File: config.mk
export PLATFORM = sky130hd
export DESIGN_NAME = scan_bcd_multi
export DESIGN_NICKNAME = d
export VERILOG_FILES = /design/src/rtl/scan_bcd_multi.sv
export SDC_FILE = /design/constraint.sdc
export NUM_CORES = 1
export LEC_CHECK = 0
export CAP_MARGIN = 0
export CORE_ASPECT_RATIO = 0.6
export CORE_MARGIN = 2
export CORE_UTILIZATION = 25
export CTS_BUF_LIST = sky130_fd_sc_hd__clkbuf_16
export CTS_CLUSTER_DIAMETER = 200
export DETAILED_ROUTE_END_ITERATION = 8
export PLACE_DENSITY = 0.46
export SLEW_MARGIN = 20
export SYNTH_ARGS = -nofsm -noshare
export SYNTH_HDL_FRONTEND = slang
export SYNTH_SLANG_ARGS = --single-unit
export TNS_END_PERCENT = 20
File: constraint.sdc
create_clock -name scan_clk -period 5.9 [get_ports scan_clk]
set_input_delay 1.18 -clock scan_clk [delete_from_list [all_inputs] [get_ports scan_clk]]
set_output_delay 1.18 -clock scan_clk [all_outputs]
set_load 0.05 [all_outputs]
File: src/rtl/scan_bcd_multi.sv
`default_nettype none
// ============================================================================
//  Module   : scan_bcd_multi
//  Purpose  : Memory-mapped seven-segment scan driver. A chip-selected write
//             latches a binary word. The word is then either converted
//             serially to BCD (shift-add-3) or split into hex nibbles. The
//             driver blanks leading zeros, flags overflow with dashes, and
//             time-multiplexes up to eight active-low digits.
//  Ports    : scan_clk   - clock, all registers update on its rising edge
//             scan_rst   - synchronous active-high reset
//             scanwdata  - value to display (DATA_W bits)
//             scan_write - write strobe
//             scan_cs    - chip select; accept = scan_cs && scan_write
//             scan_mode  - 0 = unsigned decimal, 1 = hex (sampled on accept)
//             scan_busy  - conversion in progress or write pending
//             DIG        - active-low one-hot digit enables (registered)
//             Y          - active-low segments {dp,g..a}, dp off (registered)
//  Revision : 1.0  initial release
// ============================================================================
module scan_bcd_multi #(
    parameter int DIGITS      = 8,
    parameter int DATA_W      = 16,
    parameter int REFRESH_DIV = 200000
) (
    input  logic              scan_clk,
    input  logic              scan_rst,
    input  logic [DATA_W-1:0] scanwdata,
    input  logic              scan_write,
    input  logic              scan_cs,
    input  logic              scan_mode,
    output logic              scan_busy,
    output logic [7:0]        DIG,
    output logic [7:0]        Y
);

    localparam int c_BCD_W = 4 * DIGITS;
    localparam int c_CNT_W = $clog2(DATA_W);
    localparam int c_PRE_W = $clog2(REFRESH_DIV);

    localparam logic [c_CNT_W-1:0] c_CNT_LAST = c_CNT_W'(DATA_W - 1);
    localparam logic [c_PRE_W-1:0] c_PRE_LAST = c_PRE_W'(REFRESH_DIV - 1);
    localparam logic [2:0]         c_IDX_LAST = 3'(DIGITS - 1);

    localparam logic [1:0] c_ST_IDLE = 2'd0;
    localparam logic [1:0] c_ST_CONV = 2'd1;
    localparam logic [1:0] c_ST_LOAD = 2'd2;

    // ------------------------------------------------------------------
    // Bus side: pending write register
    // ------------------------------------------------------------------
    logic              w_accept;
    logic              w_start;
    logic              w_step;
    logic              w_commit;
    logic              r_pend_valid;
    logic [DATA_W-1:0] r_pend_data;
    logic              r_pend_mode;

    assign w_accept = scan_cs && scan_write;

    // A new accept on the same edge that the FSM consumes the pending word
    // must keep the flag set, so the accept takes priority over the clear.
    always_ff @(posedge scan_clk) begin
        if (scan_rst) begin
            r_pend_valid <= 1'b0;
            r_pend_data  <= '0;
            r_pend_mode  <= 1'b0;
        end else begin
            if (w_accept) begin
                r_pend_valid <= 1'b1;
                r_pend_data  <= scanwdata;
                r_pend_mode  <= scan_mode;
            end else if (w_start) begin
                r_pend_valid <= 1'b0;
            end
        end
    end

    // ------------------------------------------------------------------
    // Conversion FSM
    // ------------------------------------------------------------------
    logic [1:0]         r_state;
    logic [1:0]         w_state_next;
    logic [c_CNT_W-1:0] r_cnt;

    always_ff @(posedge scan_clk) begin
        if (scan_rst) begin
            r_state <= c_ST_IDLE;
        end else begin
            r_state <= w_state_next;
        end
    end

    always_comb begin
        w_state_next = r_state;
        case (r_state)
            c_ST_IDLE: begin
                if (r_pend_valid) begin
                    w_state_next = r_pend_mode ? c_ST_LOAD : c_ST_CONV;
                end
            end
            c_ST_CONV: begin
                if (r_cnt == c_CNT_LAST) begin
                    w_state_next = c_ST_LOAD;
                end
            end
            c_ST_LOAD: w_state_next = c_ST_IDLE;
            default:   w_state_next = c_ST_IDLE;
        endcase
    end

    always_comb begin
        w_start  = 1'b0;
        w_step   = 1'b0;
        w_commit = 1'b0;
        case (r_state)
            c_ST_IDLE: w_start  = r_pend_valid;
            c_ST_CONV: w_step   = 1'b1;
            c_ST_LOAD: w_commit = 1'b1;
            default: ;
        endcase
    end

    assign scan_busy = (r_state != c_ST_IDLE) || r_pend_valid;

    // ------------------------------------------------------------------
    // Hex split of the pending word, with overflow for bits that do not fit
    // ------------------------------------------------------------------
    logic [c_BCD_W-1:0] w_hex_nib;
    logic               w_hex_ovf;

    generate
        if (DATA_W >= c_BCD_W) begin : g_hex_wide
            assign w_hex_nib = r_pend_data[c_BCD_W-1:0];
            if (DATA_W > c_BCD_W) begin : g_hex_ovf
                assign w_hex_ovf = |r_pend_data[DATA_W-1:c_BCD_W];
            end else begin : g_hex_fit
                assign w_hex_ovf = 1'b0;
            end
        end else begin : g_hex_narrow
            assign w_hex_nib = {{(c_BCD_W - DATA_W){1'b0}}, r_pend_data};
            assign w_hex_ovf = 1'b0;
        end
    endgenerate

    // ------------------------------------------------------------------
    // Shift-add-3 datapath
    // ------------------------------------------------------------------
    logic [DATA_W-1:0]  r_shift;
    logic [c_BCD_W-1:0] r_bcd;
    logic [c_BCD_W-1:0] w_bcd_adj;
    logic               r_ovf;
    logic               r_mode;

    always_comb begin
        w_bcd_adj = r_bcd;
        for (int i = 0; i < DIGITS; i++) begin
            if (r_bcd[4*i +: 4] >= 4'd5) begin
                w_bcd_adj[4*i +: 4] = r_bcd[4*i +: 4] + 4'd3;
            end
        end
    end

    // The hex path reuses the accumulator so LOAD copies one place either way.
    always_ff @(posedge scan_clk) begin
        if (scan_rst) begin
            r_shift <= '0;
            r_bcd   <= '0;
            r_ovf   <= 1'b0;
            r_mode  <= 1'b0;
            r_cnt   <= '0;
        end else if (w_start) begin
            r_shift <= r_pend_data;
            r_mode  <= r_pend_mode;
            r_cnt   <= '0;
            if (r_pend_mode) begin
                r_bcd <= w_hex_nib;
                r_ovf <= w_hex_ovf;
            end else begin
                r_bcd <= '0;
                r_ovf <= 1'b0;
            end
        end else if (w_step) begin
            {r_bcd, r_shift} <= {w_bcd_adj[c_BCD_W-2:0], r_shift, 1'b0};
            // A one leaving the top nibble means the value needs more digits.
            if (w_bcd_adj[c_BCD_W-1]) begin
                r_ovf <= 1'b1;
            end
            r_cnt <= r_cnt + 1'b1;
        end
    end

    // ------------------------------------------------------------------
    // Display register
    // ------------------------------------------------------------------
    logic [c_BCD_W-1:0] r_disp_nib;
    logic               r_disp_ovf;
    logic               r_disp_mode;

    always_ff @(posedge scan_clk) begin
        if (scan_rst) begin
            r_disp_nib  <= '0;
            r_disp_ovf  <= 1'b0;
            r_disp_mode <= 1'b0;
        end else if (w_commit) begin
            r_disp_nib  <= r_bcd;
            r_disp_ovf  <= r_ovf;
            r_disp_mode <= r_mode;
        end
    end

    // ------------------------------------------------------------------
    // Scan prescaler and digit index
    // ------------------------------------------------------------------
    logic [c_PRE_W-1:0] r_presc;
    logic [2:0]         r_idx;
    logic [2:0]         w_idx_next;
    logic               w_pre_wrap;

    assign w_pre_wrap = (r_presc == c_PRE_LAST);

    always_comb begin
        w_idx_next = r_idx;
        if (w_pre_wrap) begin
            w_idx_next = (r_idx == c_IDX_LAST) ? 3'd0 : r_idx + 3'd1;
        end
    end

    always_ff @(posedge scan_clk) begin
        if (scan_rst) begin
            r_presc <= '0;
            r_idx   <= 3'd0;
        end else begin
            r_presc <= w_pre_wrap ? '0 : r_presc + 1'b1;
            r_idx   <= w_idx_next;
        end
    end

    // ------------------------------------------------------------------
    // Rendering: nibble per digit padded to eight, leading-zero mask
    // ------------------------------------------------------------------
    logic [7:0][3:0] w_nib;
    logic [7:0]      w_lit;
    logic [3:0]      w_cur_nib;
    logic            w_cur_lit;
    logic [6:0]      w_seg;

    generate
        for (genvar gi = 0; gi < 8; gi++) begin : g_nib
            if (gi < DIGITS) begin : g_used
                assign w_nib[gi] = r_disp_nib[4*gi +: 4];
            end else begin : g_unused
                assign w_nib[gi] = 4'd0;
            end
        end
    endgenerate

    // A digit is lit when it or any more-significant digit is nonzero;
    // digit 0 is always lit so that zero reads "0".
    always_comb begin : p_lit
        logic w_seen;
        w_seen = 1'b0;
        w_lit  = 8'd0;
        for (int i = 7; i >= 0; i--) begin
            w_seen   = w_seen || (w_nib[i] != 4'd0);
            w_lit[i] = w_seen;
        end
        w_lit[0] = 1'b1;
    end

    // Outputs are built from the index the register is about to take, so
    // DIG and Y change on the same edge as the index.
    assign w_cur_nib = w_nib[w_idx_next];
    assign w_cur_lit = w_lit[w_idx_next];

    always_comb begin
        w_seg = 7'b0000000;
        if (r_disp_ovf) begin
            w_seg = 7'b1000000;
        end else if (w_cur_lit && (r_disp_mode || (w_cur_nib <= 4'd9))) begin
            case (w_cur_nib)
                4'h0: w_seg = 7'b0111111;
                4'h1: w_seg = 7'b0000110;
                4'h2: w_seg = 7'b1011011;
                4'h3: w_seg = 7'b1001111;
                4'h4: w_seg = 7'b1100110;
                4'h5: w_seg = 7'b1101101;
                4'h6: w_seg = 7'b1111101;
                4'h7: w_seg = 7'b0000111;
                4'h8: w_seg = 7'b1111111;
                4'h9: w_seg = 7'b1101111;
                4'hA: w_seg = 7'b1110111;
                4'hB: w_seg = 7'b1111100;
                4'hC: w_seg = 7'b0111001;
                4'hD: w_seg = 7'b1011110;
                4'hE: w_seg = 7'b1111001;
                default: w_seg = 7'b1110001;
            endcase
        end
    end

    always_ff @(posedge scan_clk) begin
        if (scan_rst) begin
            DIG <= 8'hFE;
            Y   <= 8'hC0;
        end else begin
            DIG <= ~(8'd1 << w_idx_next);
            Y   <= {1'b1, ~w_seg};
        end
    end

endmodule
`default_nettype wire

# [Word-level counts from Yosys, hierarchy flattened]
# Memories as Yosys holds them, arrays and structs flattened.
# Cells that the tools add are included.
[classes] n_addsub=11 shifts=1 order_cmp=10 muxes=30 n_bitwise=2 eq_ne=7 reduce_logical=25
[op_table] op="$mux 32" count=2
[op_table] op="$mux 16" count=3
[op_table] op="$mux 4" count=9
[op_table] op="$add 4x2->4 const B" count=8
[op_table] op="$ge 4x3->1 const B" count=8
[op_table] op="$reduce_bool 4->1" count=7
[op_table] op="$add 18x1->18 const B" count=1
[op_table] op="$eq 18x18->1 const B" count=1
[op_table] op="$mux 7" count=2
[op_table] op="$bmux 4 s3" count=1
[op_table] op="$logic_or 1x1->1" count=8
[op_table] op="$not 8->8" count=1
[op_table] op="$shl 1x3->8 const A" count=1
[op_table] op="$not 7->7" count=1
[op_table] op="$mux 1" count=6
[op_table] op="$mux 2" count=3
[op_table] op="$mux 3" count=2
[op_table] op="$reduce_bool 2->1" count=3
[op_table] op="$add 4x1->4 const B" count=1
[op_table] op="$eq 4x4->1 const B" count=1
[op_table] op="$le 4x4->1 const B" count=1
[op_table] op="$lt 3x4->1 const B" count=1
[op_table] op="$ne 2x2->1 const B" count=2
[op_table] op="$pmux 2 s2" count=1
[op_table] op="other kinds (9)" count=12
[word_totals] memories=1 in_bits=21 mem_bits_ro=112 reg_bits=145 output_inout_bits=17
[memory_table] name="(name not given)" depth=16 width=7 rd=1 rd_ports_with_merged_regs=0 write_ports=0 line="281" text="case (w_cur_nib)"

# [Logic depth before layout (Yosys ltp)]
# Gate-level depths: netlist of run 1.
[logic_depth] ltp_word=13 depth_mapped=14

# [Worst setup path before layout of run 1]
# Ideal clock, no wire load.
[synth_path] kind="register to register" startpoint="register r_presc[6]" endpoint="register Y[4]" setup_slack_ps=2493 setup_ps=120 path_stages_with_launch=14 t_arrival_ps=3287 path_buffers=0 period_less_slack_ps=3407 required_time_ps=5780 path_cell_list="dfxtp_1 nor4b_2 nand3_1 nor2_1 mux2i_1 a221o_1 o22ai_1 or2_2 inv_1 ha_1 o211ai_1 a311oi_4 inv_2 o31a_1"
[synth_via] elab_chain_len=10 elab_cells_between_ends=13
[synth_lines] element="start: declaration" line="215" text="logic [c_PRE_W-1:0] r_presc;"
[synth_lines] element="start signal: assignment" line="234" text="r_presc <= w_pre_wrap ? '0 : r_presc + 1'b1;"
[synth_lines] element="$eq 18x18->1 (*)" line="220" text="assign w_pre_wrap = (r_presc == c_PRE_LAST);"
[synth_lines] element="$mux 3 (*)" line="224" text="if (w_pre_wrap) begin"
[synth_lines] element="$bmux 4 s3" line="273" text="assign w_cur_nib = w_nib[w_idx_next];"
[synth_lines] element="$mux 4 (not written as such)" line="273"
[synth_lines] element="$le 4x4->1" line="280" text="end else if (w_cur_lit && (r_disp_mode || (w_cur_nib <= 4'd9))) begin"
[synth_lines] element="$logic_or 1x1->1" line="280"
[synth_lines] element="$logic_and 1x1->1" line="280"
[synth_lines] element="$mux 7 (*)" line="280"
[synth_lines] element="$mux 7 (*)" line="278" text="if (r_disp_ovf) begin"
[synth_lines] element="$not 7->7 (*)" line="308" text="Y <= {1'b1, ~w_seg};"
[synth_lines] element="end signal: assignment" line="308"
[synth_lines] element="end: declaration" line="33" text="output logic [7:0] Y"
# Every way passes the cells marked *; elsewhere a longest branch is shown, timed or not. The select of a mux whose other input is x is not followed.
# A chain may end at the register's enable or synchronous reset.

# [Worst setup path after layout of run 1]
[layout_path] startpoint="register r_presc[6]" endpoint="register Y[1]"
# The elaborated chain is that of the path after synthesis.

==> flow_summary.toml, run 1 <==
[timing]
fin_worst_skew_ns = 0.0105
finalHoldViolCount = 0
drv_slew = 0
worstMarginPinSlew_ns = 0.855
fin_crit_sh_pct = 69.1
setup-tns-final_ns = 0
min_period_ns = 4.08
fmax_mhz = 245
layout_setup_ws_ns = 1.82
rsz0062_at_grt = "false"
relSlewSlack_pct = 43.0
setup_viol = 0

[global_routing]
grt_max_degree = 74
grt_pass1_wl_um = 30200
grt_util_all_layers_pct = 13.4
antenna_found_initial = 1
grt_pass1_vias = 5463
gr-total-overflow = 0

[logic_synthesis]
synth-main-ff-cell = "dfxtp_1"
synth_compound_area_share_pct = 19.1
netlist.area_leader.share_pct = 42.7
synth_top_family_by_area = "simple AND/OR/NAND/NOR gates"
synth_cell_types = 57
ys_warn_count = 0
synth.top_cells.by_area = "dfxtp_1 43%, nand2_1 9.7%, a21oi_1 8.7%, ha_1 4.8%, nand3_1 3.1%"
synthAdderAreaFrac_pct = 4.81
yosys.area_share.simple_pct = 22.5
postSynthAreaPerCell_sq_um = 7.91
synthCells = 854
yosysSeqAreaShare_pct = 42.7
netlist_area_sq_um = 6760
synth_xor_area_share_pct = 4.41
yosysTopAreaCell = "dfxtp_1"
synthMuxAreaShare_pct = 2.18
synthesis.nets = 901
synth-seq-cells = 144
synth_edf_count = 0
ys_async_sr_fraction_pct = 0

[clock_tree]
cts_max_level = 4
cts_resized = 0
cts_buffers = 17
clkTransAtPathRegs_ns = 0.06
clockRootBuffer = "clkbuf_16"
clk_latency_ns = 0.43
cts_tree = "yes"
cts_max_path_buffers = 2
hold_buffers = 0
cts_setup_buffers = 0
cts_sinks = 144

[placement]
place_hpwl_um = 12600
portBuffers = 36
gp_congestion = 0.867
post-place-ws_ns = 1.85

[setup_path]
worst_setup_path_end_kind = "register"
startpoint_type = "register"
critPathKind = "register to register"
worst_path_max_delay_cell = "mux2i_1"
path_delay_family = "simple AND/OR/NAND/NOR gates"
worstPathRequired_ns = 6.22
crit_fanout = 8
crit_path_cell_trace = "nor4b_2 -> nand3_1 -> nor2_1 -> mux2i_1 -> a221o_1 -> o22ai_1 -> or2_2 -> inv_1 -> ha_1 -> o211ai_1 -> a311oi_4 -> inv_2 -> o31a_1"
path_buf_inv = 2
cp_data_arrival_time_ns = 4.40
crit_path_max_incr_delay_ns = 0.61

[die]
die_y_um = 131
rows = 46
start_util_pct = 25.5
coreArea_sq_um = 26500
top_level_ports = 38
die_w_um = 216
dieArea_sq_um = 28400

[power]
combPwrFrac_pct = 5.0
p_sw_share_pct = 24.0
power.switching_uw = 550
p_clk_share_pct = 51.2
vdd_drop_max_uv = 160
powerDensity_nw_per_um2 = 283
power_leakage_uw = 0.00278
seq_power_share_pct = 43.7
internal-power_uw = 1740

[final_layout]
final_cell_mix = "175 x nand2_1, 144 x dfxtp_1, 117 x a21oi_1"
fillers = 2855
antenna_cells = 0
final-seq-area_sq_um = 2880
drive_above_1_share_pct = 7.02
final_common_cell = "nand2_1"
final_nets = 917
multiInputGateArea_sq_um = 3590
area_growth_pct = 19.6

[detailed_routing]
drt_iter0_drc = 482
via_per_inst = 4.70
vias = 5843
postRouteAntennaNets = 0
firstDrtPassIters = 5
post_drt_wl_per_cell_um = 14.7
drc = 0
wl_um = 18300

[run]
drv_cap = 0

[hold_path]
hold_path.class = "register to register"

[status]
status = "completed"
-- sequential cells by signal (all words and copies together), names as in the netlist --
name / cells
r_disp_mode: 1
r_bcd: 32
r_disp_ovf: 1
r_cnt: 4
DIG: 8
Y: 7
r_presc: 18
r_mode: 1
r_pend_data: 16
r_idx: 3
r_pend_valid: 1
r_shift: 16
r_ovf: 1
r_pend_mode: 1
r_state: 2
r_disp_nib: 32
-- power by group through the flow --
stage	registers (uW)	logic [uW]	clock network [uW]
after global routing	1000	129	1250
after global placement	1020	116	0
after CTS	1000	117	1200
after detailed placement	1020	117	0
after floorplan	1020	78.7	0
final	1000	115	1170
-- worst min-delay path: stages, from the launching register on --
cell	delay, ns
dfxtp_1	0.31
nand2_1	0.05
a21oi_1	0.05
-- Yosys cell counts, types with 4 or more instances --
master,count
inv_1,25
dfxtp_1,144
a21oi_1,117
a22oi_1,17
nand2b_1,11
nor4_1,4
nor2_1,56
a311oi_1,4
clkbuf_1,39
o221ai_1,4
mux2_2,6
and2_1,4
a31oi_1,15
and3_1,9
buf_1,4
o21ai_0,38
ha_1,26
nand2_1,175
or4_1,4
xnor2_1,13
mux2i_1,8
nor3_1,16
nand3_1,42
xor2_1,21
-- metal layers --
layer,GRT usage [%],up-vias,share of wire (%)
met5,0,-,0
met4,2.97,0,0.87
met3,4.28,14,5.0
met2,17.0,93,37
met1,21.1,2748,58
li1,-,2988,-
-- metrics by stage --
stage	std cells	total power [uW]	utilization (%)	cell area (sq um)	hold WS, ns
after floorplan	854	1090	-	6760	0.426
after global placement	1211	1140	28.1	7450	0.442
after detailed placement	1211	1140	28.1	7450	0.451
after CTS	1243	2320	30.5	8080	0.459
after global routing	1243	2380	30.5	8080	0.476
final	1243	2290	30.5	8080	0.456
-- worst paths after layout --
check                    from     endpoint  slack, ns  cells past startpoint
hold / removal    r_shift[13]  r_shift[13]       0.46                      2
setup / recovery   r_presc[6]         Y[1]       1.82                     13
hold reg to reg   r_shift[13]  r_shift[13]       0.46                      2
setup reg to reg   r_presc[6]         Y[1]       1.82                     13
-- layout make-up --
cell class / count / area share (%)
Clock inverter: 15 / 2.59
Timing Repair Buffer: 45 / 5.26
Sequential cell: 144 / 35.7
Multi-Input combinational cell: 635 / 44.4
Tap cell: 360 / 5.57
Clock buffer: 17 / 5.26
Inverter: 27 / 1.25
-- logic make-up (layout without fill, tap and decap cells) --
group | count (synthesis) | in the layout
simple gates | 340 | 340
compound gates | 220 | 220
flops | 144 | 144
buf+inv | 75 | 104
xor+xnor | 34 | 34
fa+ha+maj | 26 | 26
mux | 14 | 14
other cells | 1 | 1
Power figures use the tool's default switching activity.
==> inputs of run 2 (changes only) <==
==> constraint.sdc (replaced) <==
create_clock -name scan_clk -period 3.95 [get_ports scan_clk]
set_input_delay 0.79 -clock scan_clk [delete_from_list [all_inputs] [get_ports scan_clk]]
set_output_delay 0.79 -clock scan_clk [all_outputs]
set_load 0.05 [all_outputs]
==> run 2 against run 1 <==
Compared with the run above: sequential power grew 49%; die area did not move; count of clock-buffer cells in the layout did not move; worst hold slack is essentially flat; cell count increased by 0.80%; clock skew down 0.0036 ns; wire length grew 0.82%; total power is 49% higher; combinational power rose by 53%; critical endpoint is now Y[6]; largest cell class unchanged.
==> flow_summary.toml, run 2 (synthesis results as in run 1) <==
[detailed_routing]
drc = 0
wl_met1_um = 10500
via_per_inst = 4.69
top_layer = "met4"
drt_iter0_drc = 499
post_drt_wl_per_cell_um = 14.7
postRouteAntennaNets = 0
vias = 5874
wl_met3_um = 983
firstDrtPassIters = 5
wl_um = 18400
wl_met2_um = 6790

[setup_path]
worst_setup_path_end_kind = "register"
startpoint_type = "register"
r2r_setup_slack_ns = 0.27
crit_fanout = 8
r2r_end = "Y[6]"
reg2reg_depth = 13
rr_startpoint = "r_presc[0]"
worstPathRequired_ns = 4.28
cp_data_arrival_time_ns = 4.01
critPathKind = "register to register"

[placement]
portBuffers = 36
gp_congestion = 0.855
place_hpwl_um = 12900

[final_layout]
multiInputGateArea_sq_um = 3600
final-seq-area_sq_um = 2880
reg_top3 = "r_bcd x32, r_disp_nib x32, r_presc x18"
area_growth_pct = 21.0
final_nets = 927
final_common_cell = "nand2_1"
drive_above_1_share_pct = 8.51
fillers = 2853
antenna_cells = 0
final_cell_mix = "175 x nand2_1, 144 x dfxtp_1, 117 x a21oi_1"

[timing]
worstMarginPinSlew_ns = 1.01
min_period_ns = 3.68
finalHoldViolCount = 0
drv_slew = 0
setup_viol = 0
fin_crit_sh_pct = 93.3
rsz0062_at_grt = "false"
fin_worst_skew_ns = 0.00695
setup-tns-final_ns = 0
hold_ws_ns = 0.457
fmax_mhz = 271
relSlewSlack_pct = 32.5

[die]
coreArea_sq_um = 26500
rows = 46
top_level_ports = 38
dieArea_sq_um = 28400
die_w_um = 216
die_y_um = 131
start_util_pct = 25.5

[clock_tree]
clk_latency_ns = 0.43
cts_tree = "yes"
cts_max_path_buffers = 2
cts_setup_buffers = 0
clkTransAtPathRegs_ns = 0.06
cts_sinks = 144
cts_max_level = 4
clockRootBuffer = "clkbuf_16"
cts_buffers = 17

[global_routing]
grt_util_all_layers_pct = 13.4
grt_pass1_wl_um = 30300
grt_pass1_vias = 5570
gr-total-overflow = 0
antenna_found_initial = 0
grt_max_degree = 110

[run]
drv_cap = 0

[hold_path]
whs_path_depth = 2
min_from = "r_shift[13]"
min_to = "r_shift[13]"
hold_path.class = "register to register"

[power]
power_leakage_uw = 0.00282
vdd_drop_max_uv = 314
powerDensity_nw_per_um2 = 418

[status]
status = "completed"
==> run 2: per-stage QoR <==
step | total power (uW) | std cells | cell area [sq um] | setup slack [ns] | utilization, %
floorplan | 1640 | 854 | 6760 | 0.543 | -
global placement | 1710 | 1221 | 7540 | 0.315 | 28.5
detailed placement | 1710 | 1221 | 7540 | 0.209 | 28.5
CTS | 3460 | 1253 | 8170 | 0.177 | 30.9
global route | 3550 | 1253 | 8180 | 0.0217 | 30.9
finish | 3420 | 1253 | 8180 | 0.265 | 30.9
==> run 2: how the worst max path moves through the flow <==
| stage | startpoint | endpoint | slack, ns | cells after the start |
|---|---|---|---|---|
| floorplan | r_presc[6] | Y[4] | 0.54 | 13 |
| global placement | r_presc[6] | Y[1] | 0.32 | 12 |
| detailed placement | r_presc[6] | Y[6] | 0.21 | 13 |
| CTS | r_presc[6] | Y[6] | 0.18 | 13 |
| global route | r_presc[6] | Y[6] | 0.02 | 14 |
| finish | r_presc[0] | Y[6] | 0.27 | 13 |
==> run 2: layer usage <==
metal / global-route usage, % / vias to the layer above
li1: - / 3009
met2: 17.1 / 96
met5: 0 / -
met3: 4.21 / 10
met1: 21.0 / 2759
met4: 3.42 / 0
==> run 2: cell type report <==
type	instances	share of cell area (%)
timing repair buffer	55	6.27
clock inverter	15	2.54
inverter	27	1.24
multi-input combinational	635	44.0
tap	360	5.51
sequential	144	35.3
clock buffer	17	5.20
==> run 2: what timing repair did <==
item	4_1_cts	5_1_grt
endpoints found under the setup margin	0	5
hold buffers	0	0
hold endpoints to repair	0	0
resized for setup	0	3
==> run 2: worst max-delay path, cell delays in order (launching register included) <==
cell      delay, ns
dfxtp_1        0.38
ha_1           0.26
nand3_1        0.31
nor2_2         0.30
mux2_2         0.40
a221o_1        0.29
o22ai_1        0.23
or2_2          0.23
inv_1          0.08
ha_1           0.22
o211ai_1       0.36
a31oi_1        0.15
or2_2          0.29
o311ai_0       0.09
==> run 2: power breakdown <==
group / switching, uW / internal, uW
clock network: 679 / 1070
logic: 117 / 59.2
registers: 22.4 / 1470
total: 819 / 2600
